$ cat src/rtl/vga_pkg.sv
// Shared definitions for the VGA frame-buffer write arbiter:
// resolution and field-width defaults plus the arbiter FSM encoding.
package vga_pkg;

  // Default visible resolution.
  localparam int H_RES_DEF = 320;
  localparam int V_RES_DEF = 240;

  // Default coordinate and colour widths; colour is {r[7:0], g[7:0], b[7:0]}.
  localparam int X_W_DEF = 9;
  localparam int Y_W_DEF = 8;
  localparam int C_W_DEF = 24;

  // Arbiter FSM: IDLE accepts one request, WRITE presents it to the frame buffer.
  typedef enum logic [0:0] {
    IDLE  = 1'b0,
    WRITE = 1'b1
  } state_e;

  // Encoding of the last-grant pointer (index of the requester granted last).
  localparam logic LAST_R0 = 1'b0;
  localparam logic LAST_R1 = 1'b1;

endpackage : vga_pkg

$ cat src/rtl/rr_arb2.sv
// Two-way round-robin picker. Purely combinational: when both requesters
// ask, the one that was not granted last wins; a lone requester always wins.
// The two grant bits are mutually exclusive by construction.
module rr_arb2
  import vga_pkg::*;
(
  input  logic [1:0] req,
  input  logic       last,
  output logic [1:0] gnt
);

  // Grant requester 0 unless requester 1 also asks and requester 0 went last.
  always_comb begin
    gnt[0] = req[0] & (~req[1] | (last == LAST_R1));
    gnt[1] = req[1] & (~req[0] | (last == LAST_R0));
  end

endmodule : rr_arb2

$ cat src/rtl/vga_write_arbiter.sv
// Arbitrates pixel writes from two requesters onto a single frame-buffer
// write port. A request is accepted in IDLE (ready pulses combinationally),
// its payload is registered, and the write is held in WRITE until the frame
// buffer stops stalling. Out-of-range pixels are accepted and discarded with
// a one-cycle oob_drop pulse. New grants can optionally be restricted to
// vertical blanking.
module vga_write_arbiter
  import vga_pkg::*;
#(
  parameter int H_RES = H_RES_DEF,
  parameter int V_RES = V_RES_DEF,
  parameter int X_W   = X_W_DEF,
  parameter int Y_W   = Y_W_DEF,
  parameter int C_W   = C_W_DEF
) (
  input  logic           clk,
  input  logic           reset,

  input  logic           blank_only,
  input  logic           vblank,

  input  logic           r0_valid,
  output logic           r0_ready,
  input  logic [X_W-1:0] r0_x,
  input  logic [Y_W-1:0] r0_y,
  input  logic [C_W-1:0] r0_color,

  input  logic           r1_valid,
  output logic           r1_ready,
  input  logic [X_W-1:0] r1_x,
  input  logic [Y_W-1:0] r1_y,
  input  logic [C_W-1:0] r1_color,

  output logic           fb_we,
  output logic [X_W-1:0] fb_x,
  output logic [Y_W-1:0] fb_y,
  output logic [C_W-1:0] fb_color,
  input  logic           fb_wait,

  output logic           busy,
  output logic           oob_drop,
  output logic [15:0]    write_count
);

  // Range limits widened by one bit so a limit equal to 2**X_W still compares correctly.
  localparam logic [X_W:0] H_LIM = (X_W + 1)'(H_RES);
  localparam logic [Y_W:0] V_LIM = (Y_W + 1)'(V_RES);

  state_e         state;
  logic           last;          // index of the requester granted most recently
  logic           grant_window;  // grants may be issued this cycle
  logic [1:0]     elig;
  logic [1:0]     gnt;
  logic           accept;
  logic [X_W-1:0] sel_x;
  logic [Y_W-1:0] sel_y;
  logic [C_W-1:0] sel_color;
  logic           in_range;

  // Grants only in IDLE, never during reset, and only in vblank when gated.
  always_comb begin
    grant_window = (state == IDLE) & ~reset & (~blank_only | vblank);
    elig         = {r1_valid, r0_valid} & {2{grant_window}};
  end

  rr_arb2 u_rr_arb2 (
    .req  (elig),
    .last (last),
    .gnt  (gnt)
  );

  // Route the granted requester's payload and classify it against the visible area.
  always_comb begin
    // NOTE: every always_comb output gets a default first so no path leaves it
    // unassigned; a missing default is how latches get inferred.
    sel_x     = r0_x;
    sel_y     = r0_y;
    sel_color = r0_color;
    if (gnt[1]) begin
      sel_x     = r1_x;
      sel_y     = r1_y;
      sel_color = r1_color;
    end
    accept   = |gnt;
    in_range = ({1'b0, sel_x} < H_LIM) && ({1'b0, sel_y} < V_LIM);
  end

  assign r0_ready = gnt[0];
  assign r1_ready = gnt[1];
  assign fb_we    = (state == WRITE);
  assign busy     = (state == WRITE);

  // FSM, last-grant pointer, drop pulse and completed-write counter.
  always_ff @(posedge clk) begin
    // NOTE: state is updated with non-blocking assignments so every register
    // samples pre-edge values regardless of statement order.
    if (reset) begin
      state       <= IDLE;
      last        <= LAST_R1;  // requester 0 wins the first tie
      oob_drop    <= 1'b0;
      write_count <= '0;
    end else begin
      oob_drop <= 1'b0;
      unique case (state)
        IDLE: begin
          if (accept) begin
            last <= gnt[1];
            if (in_range) begin
              state <= WRITE;
            end else begin
              oob_drop <= 1'b1;
            end
          end
        end
        WRITE: begin
          // Completion ignores vblank/blank_only; the stall has no timeout.
          if (!fb_wait) begin
            state       <= IDLE;
            write_count <= write_count + 16'd1;  // wraps naturally at 16'hFFFF
          end
        end
        default: state <= IDLE;
      endcase
    end
  end

  // Frame-buffer payload: captured on an in-range acceptance, held otherwise.
  always_ff @(posedge clk) begin
    if (reset) begin
      fb_x     <= '0;
      fb_y     <= '0;
      fb_color <= '0;
    end else if (accept && in_range) begin
      fb_x     <= sel_x;
      fb_y     <= sel_y;
      fb_color <= sel_color;
    end
  end

endmodule : vga_write_arbiter
$ cat config.mk
export PLATFORM = sky130hd
export DESIGN_NAME = vga_write_arbiter
export DESIGN_NICKNAME = d
export VERILOG_FILES = /design/src/rtl/vga_pkg.sv /design/src/rtl/rr_arb2.sv /design/src/rtl/vga_write_arbiter.sv
export SDC_FILE = /design/constraint.sdc
export NUM_CORES = 1
export LEC_CHECK = 0
export BUFFER_PORTS_ARGS = -buffer_cell sky130_fd_sc_hd__buf_2
export CAP_MARGIN = 30
export CORE_MARGIN = 2
export CORE_UTILIZATION = 41
export CTS_CLUSTER_SIZE = 10
export DETAILED_ROUTE_END_ITERATION = 16
export GPL_TIMING_DRIVEN = 0
export PLACE_DENSITY_LB_ADDON = 0.15
export SETUP_SLACK_MARGIN = 0.1
export SYNTH_ARGS = -nofsm -noshare
export SYNTH_HDL_FRONTEND = slang
export SYNTH_SLANG_ARGS = --single-unit
$ cat constraint.sdc
create_clock -name clk -period 1.9 [get_ports clk]
set_input_delay 0.475 -clock clk [delete_from_list [all_inputs] [get_ports clk]]
set_output_delay 0.475 -clock clk [all_outputs]
set_load 0.02 [all_outputs]
=== Yosys cells after proc, flatten, opt, wreduce, memory -nomap -nowiden ===
Index checks and enable logic that the tools add are counted.

* $add $sub $neg: 1
* $mul: 0
* Div/mod/pow operators: 0
* Order comparisons: 2
* Equal/unequal tests: 0
* Shift operators: 0
* Muxes and demuxes: 8
* Bitwise operators: 16
* Reductions and logical operators: 6

{| class="wikitable"
|+ Operator list
! cell !! number
|-
| 24-bit 2-to-1 mux || 1
|-
| 16-bit by 1-bit adder with 16-bit output, second input constant || 1
|-
| 9-bit less-than comparator, second input constant || 1
|-
| 9-bit 2-to-1 mux || 1
|-
| 8-bit less-than comparator, second input constant || 1
|-
| 8-bit 2-to-1 mux || 1
|-
| 1-bit NOT || 8
|-
| 1-bit AND || 4
|-
| 1-bit 2-to-1 mux || 4
|-
| 2-bit AND reduction || 2
|-
| 1-bit bitwise OR || 3
|-
| 3-bit OR reduction || 1
|-
| 2-bit AND || 1
|-
| 1-bit logical AND || 2
|-
| 1-bit case mux with 2 select lines || 1
|-
| 2-bit OR reduction || 1
|}

* Flip-flop bits (word level): 60
* Latch bits: 0
* Bits in writable memories: 0
* ROM bits: 0
* Bits of input ports: 89
* Output and inout bits: 62
* Logic and storage cells: 40
* Memories kept: 0

=== Depth between registers and ports, before layout ===
Gate-level depths: netlist of the first run.

* Depth in word-level cells: 13
* Depth in mapped cells: 9
* Depth with buffers taken out: 5

=== Modules after synthesis ===
From an unflattened synthesis of the first run, not the netlist that was laid out.

* Cell total of the unflattened synthesis: 335
* Area total of the unflattened synthesis: 2,885.3 µm²

{| class="wikitable"
|+ By module, submodules not included
! module !! times used !! cells each !! area an instance (µm²)
|-
| vga_write_arbiter || 1 || 332 || 2,866.5
|-
| rr_arb2 || 1 || 3 || 18.8
|}

=== Least setup slack after synthesis of the first run ===
Ideal clock, no wire load.

* Path kind: input-to-reg
* Start: input r1_valid
* End: register fb_color[10]
* Data arrival time: 1.629 ns
* Required time: 1.760 ns
* Setup slack: 0.130 ns
* Cell stages on the path: 8
* Cells stage by stage: a21boi_1 -> buf_4 -> nand3_4 -> mux2i_4 -> and2_1 -> buf_2 -> buf_4 -> a211oi_2

* Cells in the longest elaborated chain, start to end: 6
* Elaborated cells between the ends (all ways): 13

{| class="wikitable"
|+ RTL lines
! what !! line !! source
|-
| from (decl) || vga_write_arbiter.sv:28 || <nowiki>input logic r1_valid,</nowiki>
|-
| 2-bit AND * || vga_write_arbiter.sv:63 || <nowiki>elig = {r1_valid, r0_valid} & {2{grant_window}};</nowiki>
|-
| 1-bit AND or 1-bit NOT (tied branches) || rr_arb2.sv:15, rr_arb2.sv:14 ||
|-
| 9-bit 2-to-1 mux, or another cell as far along || vga_write_arbiter.sv:79 || <nowiki>if (gnt[1]) begin</nowiki>
|-
| 9-bit less-than comparator, or another cell as far along || vga_write_arbiter.sv:85 || <nowiki>in_range = ({1'b0, sel_x} < H_LIM) && ({1'b0, sel_y} < V_LIM);</nowiki>
|-
| 1-bit logical AND or 2-bit OR reduction (tied branches) || vga_write_arbiter.sv:85, vga_write_arbiter.sv:84 ||
|-
| 1-bit logical AND || vga_write_arbiter.sv:133 || <nowiki>end else if (accept && in_range) begin</nowiki>
|-
| to (signal assigned) || vga_write_arbiter.sv:136 || <nowiki>fb_color <= sel_color;</nowiki>
|-
| to (decl) || vga_write_arbiter.sv:37 || <nowiki>output logic [C_W-1:0] fb_color,</nowiki>
|}

Mark *: on every way between the ends. The rest lies on a longest branch, timed or not.
A chain may end at the register's enable or synchronous reset.

=== Final worst setup path of the first run ===
* Start: register state (netlist: busy)
* End: output r0_ready

* Cells in the longest elaborated chain, start to end: 7

{| class="wikitable"
|+ RTL lines
! what !! line !! source
|-
| from (decl) || vga_write_arbiter.sv:49 || <nowiki>state_e state;</nowiki>
|-
| from (signal assigned) || vga_write_arbiter.sv:98 || <nowiki>state <= IDLE;</nowiki>
|-
| from (signal assigned) || vga_write_arbiter.sv:109 || <nowiki>state <= WRITE;</nowiki>
|-
| from (signal assigned) || vga_write_arbiter.sv:118 || <nowiki>state <= IDLE;</nowiki>
|-
| 1-bit NOT * || - ||
|-
| 1-bit AND * (2 in a row) || vga_write_arbiter.sv:62 || <nowiki>grant_window = (state == IDLE) & ~reset & (~blank_only | vblank);</nowiki>
|-
| 2-bit AND * || vga_write_arbiter.sv:63 ||
|-
| 1-bit NOT || rr_arb2.sv:14 || <nowiki>gnt[0] = req[0] & (~req[1] | (last == LAST_R1));</nowiki>
|-
| 1-bit bitwise OR || rr_arb2.sv:14 ||
|-
| 1-bit AND * || rr_arb2.sv:14 ||
|-
| to (decl) || vga_write_arbiter.sv:23 || <nowiki>output logic r0_ready,</nowiki>
|}

Marked as above.

==> results of run 1 <==
## worst max path at each step
| stage | cells past startpoint | end | startpoint | slack, ns |
|---|---|---|---|---|
| global placement | 9 | fb_color[5]$_SDFFE_PP0P_ | r1_valid | -0.22 |
| global route | 4 | r0_ready | busy$_SDFF_PP0_ | 0.1 |
| finish | 4 | r0_ready | busy$_SDFF_PP0_ | 0.13 |
| CTS | 4 | r0_ready | busy$_SDFF_PP0_ | 0.06 |
| detailed placement | 9 | fb_color[3]$_SDFFE_PP0P_ | r1_valid | -0.26 |
| floorplan | 8 | fb_color[10]$_SDFFE_PP0P_ | r1_valid | 0.13 |
## state kept, by name, summed over array words and instances (netlist names)
signal       count
last             1
fb_x             9
fb_color        24
write_count     16
oob_drop         1
fb_y             8
busy             1
## area by class of cell
cell class              instances  area share, %
multi-input cells             202          38.01
flip-flops and latches         60          30.58
repair buffers                155          20.29
clock buffers                  13          4.033
plain buffers                  28          3.906
well taps                      80          2.540
inverters                       4         0.3811
clock inverters                 2         0.2540
## cells in the final DEF (no fill, tap or decap)
cell type,count
nor2_4,1
buf_6,2
nand3_1,3
nor3_1,3
and3_1,4
buf_2,160
mux2i_4,1
a211oi_2,14
or3_1,3
clkbuf_1,8
nand3_4,1
mux2i_1,42
clkinv_2,2
ha_1,1
clkbuf_8,11
inv_1,4
buf_4,12
xor2_1,7
nor4_1,1
nor2b_1,1
nand2_1,9
nor3_2,1
a21boi_2,1
o21ai_0,6
and2_4,1
nand2b_1,2
clkbuf_4,1
o21a_1,1
clkbuf_2,2
nand4_1,5
xnor2_1,5
dfxtp_1,59
a211oi_1,27
nor2_1,15
a21oi_1,45
and2_1,1
and3_4,1
dfxtp_4,1
## stage by stage
step           hold slack [ns]  setup WS (ns)  utilization, %
6_report                0.4806         0.1300           58.64
5_1_grt                 0.5036        0.09685           58.64
3_5_place_dp            0.4957        -0.2558           54.67
4_1_cts                 0.4716        0.06400           57.67
3_3_place_gp            0.4751        -0.2215           54.67
2_1_floorplan           0.4910         0.1303               -
## logic make-up after synthesis
family	share of synthesized area (%)
AND/OR/NAND/NOR	9.469
flip-flops	42.48
AO/OA/AOI/OAI	22.57
XOR/XNOR	3.717
buffers and inverters	5.664
multiplexers	15.66
adder cells (fa/ha/maj)	0.4424
## timing repair
action / CTS / global route
resized for setup: 4 / 12
setup buffers: 3 / 3
endpoints found under the setup margin: 24 / 44
gates cloned: 0 / 0
pin swaps: 1 / 2
endpoints found under the hold margin: 0 / 0
## power by group through the flow
stage          Clock, mW  Combinational (mW)  Sequential, mW
2_1_floorplan          0               0.342            1.49
6_report            1.01               0.703            1.38
4_1_cts             1.04               0.696            1.38
3_5_place_dp           0               0.683            1.40
3_3_place_gp           0               0.670            1.40
5_1_grt             1.07               0.771            1.39
## routing by layer
layer / vias up / track usage, % / wire length, µm
met5: - / 0 / 0
met4: 0 / 8.097 / 88
met3: 11 / 3.981 / 459
met2: 96 / 33.52 / 3586
met1: 1272 / 24.16 / 3418
li1: 1407 / - / -
## worst max-delay path: stages (launching register included)
cell and delay (ns):
dfxtp_4 0.36, nor2_4 0.13, and2_4 0.15, and3_4 0.20
buf_6 0.12
==> results.md, run 1 <==
- Die H: 87.05 µm
- Asr flop ratio synth: 0%
- First-pass GRT wire length: 11.79 mm
- Clk network pwr share: 32.7%
- Final min period: 1.770 ns
- Core box area: about 0.0067 mm²
- Setup_tns: 0 ns
- Share of the synthesized area in the top cell type: 42.48%
- Synth Warn #: 0
- Storage element area: 0.001205 mm²
- Share of power burned in registers: 44.6%
- Worst skew pair latency: 0.33 ns
- I/O pins: between 150 and 200
- Post-Syn Instances: 294
- Internal power: 2.174 mW
- Slew @ Worst Pin: ~0.65 ns
- Pleak: 1.816 nW
- FILL cells: 620
- Die Area: roughly 0.0076 mm²
- Layout area overhead: 39.34%
- Worst Clk Skew: 0.007268 ns
- Placed Cells: roughly 520
- Area of placed instances: 0.003674 mm²
- Post-route cell area: 0.003940 mm²
- Hpwl dp: 5.654 mm
- Largest area contributor in the netlist: dfxtp_1
- IR drop worst, VDD: between 0.3 and 0.4 mV
- Req. time, crit path: ~1.4 ns
- Area used by multi-input combinational logic: 0.001498 mm²
- Gr ovfl total: 0
- Worst hold stages: 3
- Drt drc: 0
- Initial DRC count: 56
- CTS tree: done
- Diode count: 0
- CP max FO: 5
- Sw Ratio: between 20% and 30%
- CP Class: flip-flop to primary output
- Drt first pass iters: 6
- Vias in the first global route: 2570
- GRT Util Overall: 19.69%
- Status: complete, no violations
- Sequential fraction of the synthesis area: between 40% and 50%
- Synth cell types: 29
- Reg clk slew, reported paths: 0.07 ns
- Final setup viols: 0
- Worst hold path class: primary input to flip-flop
- Tot Pwr: 3.092 mW
- CTS root buffer: clkbuf_8
- WL per Instance: 13.88 µm
- Net Sw Power: between 0.9 and 1 mW
- Hold Vio Cnt, Final: 0
- Layout cell share with drive strength beyond 1: 45.69%
- Commonest cells post-synth: dfxtp_1, a21oi_1, mux2i_1
- Worst Min Path Start: r0_color[1]
- Drt via density: roughly 5
- ANT nets after route: 0
- Num CTS Buffers: 9
- Reg2reg setup slack: 0.20 ns
- Post-synth EDFFs: 0
- Routed vias: 2786
- Initial Util: 42.09%
- Pwr dens: about 780 mW/mm²
- Most frequent cell after synthesis: dfxtp_1
- Routed wire length: 7.553 mm
- R2R Path End: fb_y[2]$_SDFFE_PP0P_
- RD Place Congestion: around 0.74
- Dominant synthesized flop cell: dfxtp_1
- H-tree depth: 3
- RSZ-0062 raised after global routing: no
- Number of clock sinks: 60
- Longest Clk Path Bufs: 2
- R2R Path Start: last$_SDFFE_PP1P_
- Syn Area/Cell: approximately 9.6 µm²
- Startpoint Class: flip-flop
- Arr. time, crit path: about 1.3 ns
- Post-route clock period utilization: slightly above 90%
- Largest net degree at the start of global routing: 11
- Nets: 550
- Rows: 30
- Type of element capturing the critical path: primary output
- MaxCap Viol Count: 0
- # hold bufs at CTS: 0
- Input/output buffers: 149
- Syn nets: 384
- Mapped cell area: 0.002828 mm²
- Final std cells w/o fill: 544
- Hold path endpoint: fb_color[1]$_SDFFE_PP0P_
- Fmax achieved: about 0.56 GHz
- FF-to-FF path depth: 8
- Flops & latches, synth: 60
- Chip width: between 80 and 90 µm
- Fraction of power consumed by combinational cells: approximately 23%
- Largest cells by area after synthesis: dfxtp_1, mux2i_1, a21oi_1
- Slew HR: around 57%
- Max-slew violations: 0
- Initial antenna violation count: 0
(Power assumes the default switching activity.)
==> run 2, diff against run 1 <==
- ABC_AREA: not set -> 1
- CORE_UTILIZATION: 41 -> 43
- CTS_CLUSTER_DIAMETER: not set -> 60
==> results.md, run 2 <==
- Status: complete, no violations
- R2R Path End: fb_y[4]$_SDFFE_PP0P_
- Initial DRC count: 148 (+160%)
- Placed Cells: 796 (+52%)
- Hold Vio Cnt, Final: 0 (unchanged)
- Synth Area in Compound Gates: 13.17% (-9.4 points)
- Leading registers by flop count: fb_color x24, write_count x16, fb_x x9
- Die Area: 0.008776 mm² (+16%)
- Initial antenna violation count: 0 (unchanged)
- Fraction of power consumed by combinational cells: 29.9% (+7.2 points)
- Mapped cell area: 0.003458 mm² (+22%)
- Routed vias: 3915 (+41%)
- Final setup viols: 0 (unchanged)
- Most frequent cells in the layout: buf_2, nand2_1, inv_1
- Largest area contributor in the netlist: dfxtp_1
- Layout area overhead: 45.37%
- Asr flop ratio synth: 0% (unchanged)
- Input/output buffers: 149 (unchanged)
- Initial Util: 44.52% (+2.4 points)
- Synth cell types: 29 (unchanged)
- RD Place Congestion: 0.8287 (+12%)
- Pleak: 2.656 nW (+46%)
- Layout cell share with drive strength beyond 1: 41.24% (-4.4 points)
- Crit path cell chain: nor2_4, nand2_4, buf_6, o21bai_1, nand2_1, nor2_2, nand2_4, nand3_4, clkbuf_16, nand2_2, nand2_1, nor2_1
- Diode count: 0 (unchanged)
- Reg clk slew, reported paths: 0.06 ns (about the same)
- Dominant synthesized flop cell: dfxtp_1
- Net Sw Power: 1.142 mW (+24%)
- Post-synthesis simple-gate area fraction: 34.55% (+25 points)
- Internal power: 2.421 mW (+11%)
- Area of placed instances: 0.004340 mm² (+18%)
- Finished Core Util: 64.72% (+6.1 points)
- R2R Path Start: busy$_SDFF_PP0_
- Clk network pwr share: 30.9% (-1.8 points)
- Arr. time, crit path: 2.07 ns (+0.78 ns)
- Vias in the first global route: 3566 (+39%)
- Hold_ws: 0.3736 ns (-0.1070 ns)
- Post-Syn Instances: 545 (+85%)
- Max-slew violations: 0 (unchanged)
- Hold path endpoint: busy$_SDFF_PP0_
- Drt drc: 0 (unchanged)
- Flops & latches, synth: 60 (unchanged)
- Post-synth EDFFs: 0 (unchanged)
- Worst hold path class: primary input to flip-flop
- Share of the synthesized area in the top cell type: 34.73% (-7.7 points)
- Hpwl dp: 7.045 mm (+25%)
- Sequential fraction of the synthesis area: 34.73% (-7.7 points)
- Final min period: 1.849 ns (+0.07927 ns)
- Sw Ratio: 32.06% (+2.4 points)
- Synth Warn #: 0 (unchanged)
- Tot Pwr: 3.563 mW (+15%)
- Drt first pass iters: 4 (-2)
- Routed wire length: 10.14 mm (+34%)
- Post-Synth XOR/XNOR Area: 0.2533% (-3.5 points)
- Chip width: 93.68 µm (+7.6%)
- CP max FO: 6 (+1)
- Longest Clk Path Bufs: 2 (unchanged)
- Drt via density: 4.734 (-7.6%)
- Commonest non-fill, non-tap cell in the layout: buf_2
- Area used by multi-input combinational logic: 0.001919 mm² (+28%)
- # hold bufs at CTS: 0 (unchanged)
- Fmax achieved: 0.5408 GHz (-4.3%)
- RSZ-0062 raised after global routing: yes
- Req. time, crit path: 2.12 ns (+0.70 ns)
- Largest family of logic cells by synthesized area: simple AND/OR/NAND/NOR gates
- Startpoint Class: flip-flop
- WL per Instance: 12.26 µm (-12%)
- Mux cell area share after synthesis: 0% (-16 points)
- Slack of the critical path: 0.05075 ns (-0.07927 ns)
- Largest cells by area after synthesis: dfxtp_1, nand2_1, inv_1
- Worst skew pair latency: 0.32 ns (about the same)
- IR drop worst, VDD: 0.3968 mV (+6.2%)
- Reg2reg setup slack: 0.05 ns (-0.15 ns)
- FF-to-FF path depth: 12 (+4)
- Worst Clk Skew: 0.008015 ns (+0.0007470 ns)
- Reg with most FFs: fb_color
- ANT nets after route: 0 (unchanged)
- Post-route clock period utilization: 97.33% (+4.2 points)
- Largest net degree at the start of global routing: 11 (unchanged)
- Syn Area/Cell: 6.346 µm² (-34%)
- Number of clock sinks: 60 (unchanged)
- FILL cells: 765 (+23%)
- Storage element area: 0.001206 mm² (+0.10%)
- Post-route cell area: 0.005027 mm² (+28%)
- Slew @ Worst Pin: 0.5157 ns (-0.1297 ns)
- Setup_tns: 0 ns (unchanged)
- Most frequent cell after synthesis: nand2_1
- Pwr dens: 708.7 mW/mm² (-9.7%)
- Adder-Cell Fraction of Synth Area: 0.3618% (-0.081 points)
- Worst Min Path Start: reset
- Critical path's slowest cell: dfxtp_4
- Largest register FFs: 24 (unchanged)
- GRT Util Overall: 21.59% (+1.9 points)
- Slew HR: 65.62% (+8.6 points)
- Pre-CTS WS: -0.3020 ns (-0.04613 ns)
- Syn nets: 635 (+65%)
- Nets: 811 (+47%)
- Share of power burned in registers: 39.2% (-5.4 points)
- Core box area: 0.007767 mm² (+16%)
- First-pass GRT wire length: 15.25 mm (+29%)
- MaxCap Viol Count: 0 (unchanged)
- Critical path's largest stage delay: 0.36 ns (about the same)
- Type of element capturing the critical path: flip-flop
- CTS root buffer: clkbuf_8
- Gr ovfl total: 0 (unchanged)
- Die H: 93.68 µm (+7.6%)
- Worst hold stages: 2 (-1)
- Final std cells w/o fill: 827 (+52%)
- I/O pins: 151 (unchanged)
- H-tree depth: 3 (unchanged)
- Rows: 32 (+6.7%)
- Num CTS Buffers: 9 (unchanged)
- Commonest cells post-synth: nand2_1, inv_1, nor2_1
- CP Class: flip-flop to flip-flop
- CTS tree: done
## run 2: how the worst max path moves through the flow
stage,from,to,slack [ns],depth (start not counted)
after floorplan,reset,fb_y[4]$_SDFFE_PP0P_,0.11,13
final,busy$_SDFF_PP0_,fb_y[4]$_SDFFE_PP0P_,0.05,12
after detailed placement,reset,fb_x[7]$_SDFFE_PP0P_,-0.30,10
after global placement,reset,fb_x[6]$_SDFFE_PP0P_,-0.26,10
after CTS,busy$_SDFF_PP0_,r1_ready,0.09,6
after global routing,busy$_SDFF_PP0_,fb_x[4]$_SDFFE_PP0P_,-0.03,12
## run 2: cell type report
cell class                      instances  share of cell area, %
Tap cell                              102                  2.539
Clock inverter                          2                 0.6969
Clock buffer                           13                  2.962
Timing Repair Buffer                  164                  18.74
Buffer                                 30                  4.555
Multi-Input combinational cell        345                  38.18
Inverter                              111                  8.337
Sequential cell                        60                  23.99
## run 2: power groups by stage
stage / clock network (mW) / registers (mW) / logic (mW)
floorplan: 0 / 1.53 / 0.465
CTS: 1.14 / 1.39 / 0.885
global route: 1.19 / 1.40 / 1.17
finish: 1.10 / 1.40 / 1.06
global placement: 0 / 1.42 / 0.840
detailed placement: 0 / 1.42 / 0.854
## run 2: kinds of logic (layout without fill, tap and decap cells)
kind of cell,count (synthesis),after routing
buffers and inverters,141,320
adder cells (fa/ha/maj),1,1
XOR/XNOR,1,1
AO/OA/AOI/OAI,68,68
AND/OR/NAND/NOR,274,275
flip-flops,60,60
## run 2: layer usage
layer	track usage [%]	part of all wire (%)
met1	25.82	43
met3	4.173	6.0
met5	0	0
met4	7.850	1.4
met2	38.21	50
## run 2: worst max-delay path, delay by kind of cell, from the launching register on
kind                   cells  cell delay, ns
AO/OA/AOI/OAI              1            0.18
AND/OR/NAND/NOR            9            0.87
buffers and inverters      2            0.33
flip-flops                 1            0.36
## run 2: repair_timing
| action | 4_1_cts | 5_1_grt |
|---|---|---|
| cloned | 0 | 5 |
| endpoints found under the setup margin | 44 | 48 |
| setup buffers | 8 | 3 |
| pin swaps | 5 | 38 |
| gates resized for setup | 12 | 111 |
| endpoints found under the hold margin | 0 | 0 |
==> run 3, diff against run 2 <==
- CORE_UTILIZATION: 43 -> 45
- clock period: 1.9 -> 2.4 ns (I/O delays scaled with it)
==> results.md, run 3 (synthesized netlist as in run 2, its figures left out) <==
- Largest net degree at the start of global routing: 20 (+9)
- CTS tree: done
- Diode count: 0 (unchanged)
- Storage element area: 0.001201 mm² (-0.42%)
- Startpoint Class: primary input
- Type of element capturing the critical path: primary output
- WL per Instance: 11.72 µm (-4.4%)
- Initial DRC count: 109 (-26%)
- Most frequent cells in the layout: buf_2, nand2_1, inv_1
- H-tree depth: 3 (unchanged)
- Max-slew violations: 0 (unchanged)
- Fmax achieved: 0.4647 GHz
- Chip width: 91.67 µm (-2.2%)
- GRT Util Overall: 22.56% (+0.97 points)
- Slew HR: 65.17% (-0.45 points)
- Placed Cells: 793 (-0.38%)
- Final min period: 2.152 ns
- IR drop worst, VDD: 0.3583 mV (-9.7%)
- Rows: 31 (-3.1%)
- Status: complete, no violations
- CP Class: primary input to primary output
- Input/output buffers: 149 (unchanged)
- Routed vias: 3770 (-3.7%)
- Final std cells w/o fill: 807 (-2.4%)
- Leading registers by flop count: fb_color x24, write_count x16, fb_x x9
- Worst Clk Skew: 0.007437 ns (-0.0005776 ns)
- Worst hold path class: flip-flop to flip-flop
- CTS root buffer: clkbuf_8
- Nets: 794 (-2.1%)
- ANT nets after route: 0 (unchanged)
- Die H: 91.67 µm (-2.2%)
- Drt via density: 4.672 (-1.3%)
- Area used by multi-input combinational logic: 0.001677 mm² (-13%)
- RSZ-0062 raised after global routing: no
- Final setup viols: 0 (unchanged)
- Core box area: 0.007331 mm² (-5.6%)
- Layout cell share with drive strength beyond 1: 30.79% (-10 points)
- Worst skew pair latency: 0.33 ns (about the same)
- Req. time, crit path: 1.80 ns (-0.32 ns)
- Post-route clock period utilization: around nine tenths
- Commonest non-fill, non-tap cell in the layout: buf_2
- Initial antenna violation count: 0 (unchanged)
- Reg clk slew, reported paths: 0.06 ns (about the same)
- Vias in the first global route: 3464 (-2.9%)
- Routed wire length: 9.460 mm (-6.7%)
- Drt first pass iters: 4 (unchanged)
- Arr. time, crit path: 1.55 ns (-0.52 ns)
- Reg with most FFs: fb_color
- Slew @ Worst Pin: 0.5225 ns (+0.006739 ns)
- Die Area: 0.008402 mm² (-4.3%)
- Number of clock sinks: 60 (unchanged)
- MaxCap Viol Count: 0 (unchanged)
- Pwr dens: 573.3 mW/mm² (-19%)
- Gr ovfl total: 0 (unchanged)
- RD Place Congestion: 0.7908 (-4.6%)
- Initial Util: 47.18% (+2.7 points)
- Layout area overhead: 30.03%
- Longest Clk Path Bufs: 2 (unchanged)
- # hold bufs at CTS: 0 (unchanged)
- FILL cells: 738 (-3.5%)
- Hold Vio Cnt, Final: 0 (unchanged)
- Largest register FFs: 24 (unchanged)
- CP max FO: 9 (+3)
- Pleak: 2.472 nW (-6.9%)
- I/O pins: 151 (unchanged)
- First-pass GRT wire length: 15.47 mm (+1.4%)
- Num CTS Buffers: 9 (unchanged)
- Area of placed instances: 0.004328 mm² (-0.29%)
- Drt drc: 0 (unchanged)
- Post-route cell area: 0.004497 mm² (-11%)
- Hpwl dp: 7.361 mm (+4.5%)
[run 3: cell types whose count changed in the layout (fill, tap and decap cells not counted), sizes merged]
cell,change
clkinv,+1
nand3,-1
buf,-12
bufinv,-1
clkbuf,-4
[run 3: metal layers]
layer / track usage (%) / share of wire (%)
met5: 0 / 0
met4: 7.955 / 1.5
met3: 4.108 / 6.6
met2: 40.07 / 48
met1: 27.14 / 44
[run 3: final cells by class]
class                   count  share of cell area, %
clock inverters             2                 0.2226
clock buffers              13                  3.534
repair buffers            149                  16.58
multi-input cells         344                  37.28
flip-flops and latches     60                  26.71
plain buffers              29                  3.645
inverters                 111                  9.265
well taps                  99                  2.755
[run 3: critical path, stage by stage]
cell      delay (ns)
buf_2           0.17
inv_2           0.14
nand2_1         0.08
nor2_2          0.14
o211ai_1        0.18
inv_1           0.09
buf_2           0.16
[run 3: stage by stage]
step                      setup slack [ns]  TNS (ns)  util [%]  total power [mW]  hold slack [ns]
after global placement            -0.04125  -0.07165     59.04             1.789           0.4792
after floorplan                     0.3707         0         -             1.575           0.4744
final                               0.2480         0     61.34             2.578           0.5031
after CTS                           0.2164         0     61.31             2.601           0.5025
after detailed placement          -0.03361  -0.04561     59.04             1.801           0.4927
after global routing                0.1416         0     61.34             2.732           0.5197
[run 3: power by group]
part	internal, mW	leakage (nW)	total, mW	switching, mW
logic	0.253	1.89	0.675	0.423
registers	1.07	0.490	1.10	0.0372
clock network	0.423	0.0893	0.798	0.375
total	1.74	2.47	2.58	0.835
[run 3: path summary, 6_finish.rpt]
check                  startpoint              endpoint  slack (ns)  depth (start not counted)
max                         reset              r0_ready        0.25                          7
min          fb_y[5]$_SDFFE_PP0P_  fb_y[5]$_SDFFE_PP0P_        0.50                          4
max reg2reg       busy$_SDFF_PP0_  fb_x[8]$_SDFFE_PP0P_        0.45                         12
min reg2reg  fb_y[5]$_SDFFE_PP0P_  fb_y[5]$_SDFFE_PP0P_        0.50                          4
[run 3: timing repair]
item,CTS,global route
buffers inserted,0,0
pin swaps,0,1
resized for setup,1,1
setup endpoints to repair,1,1
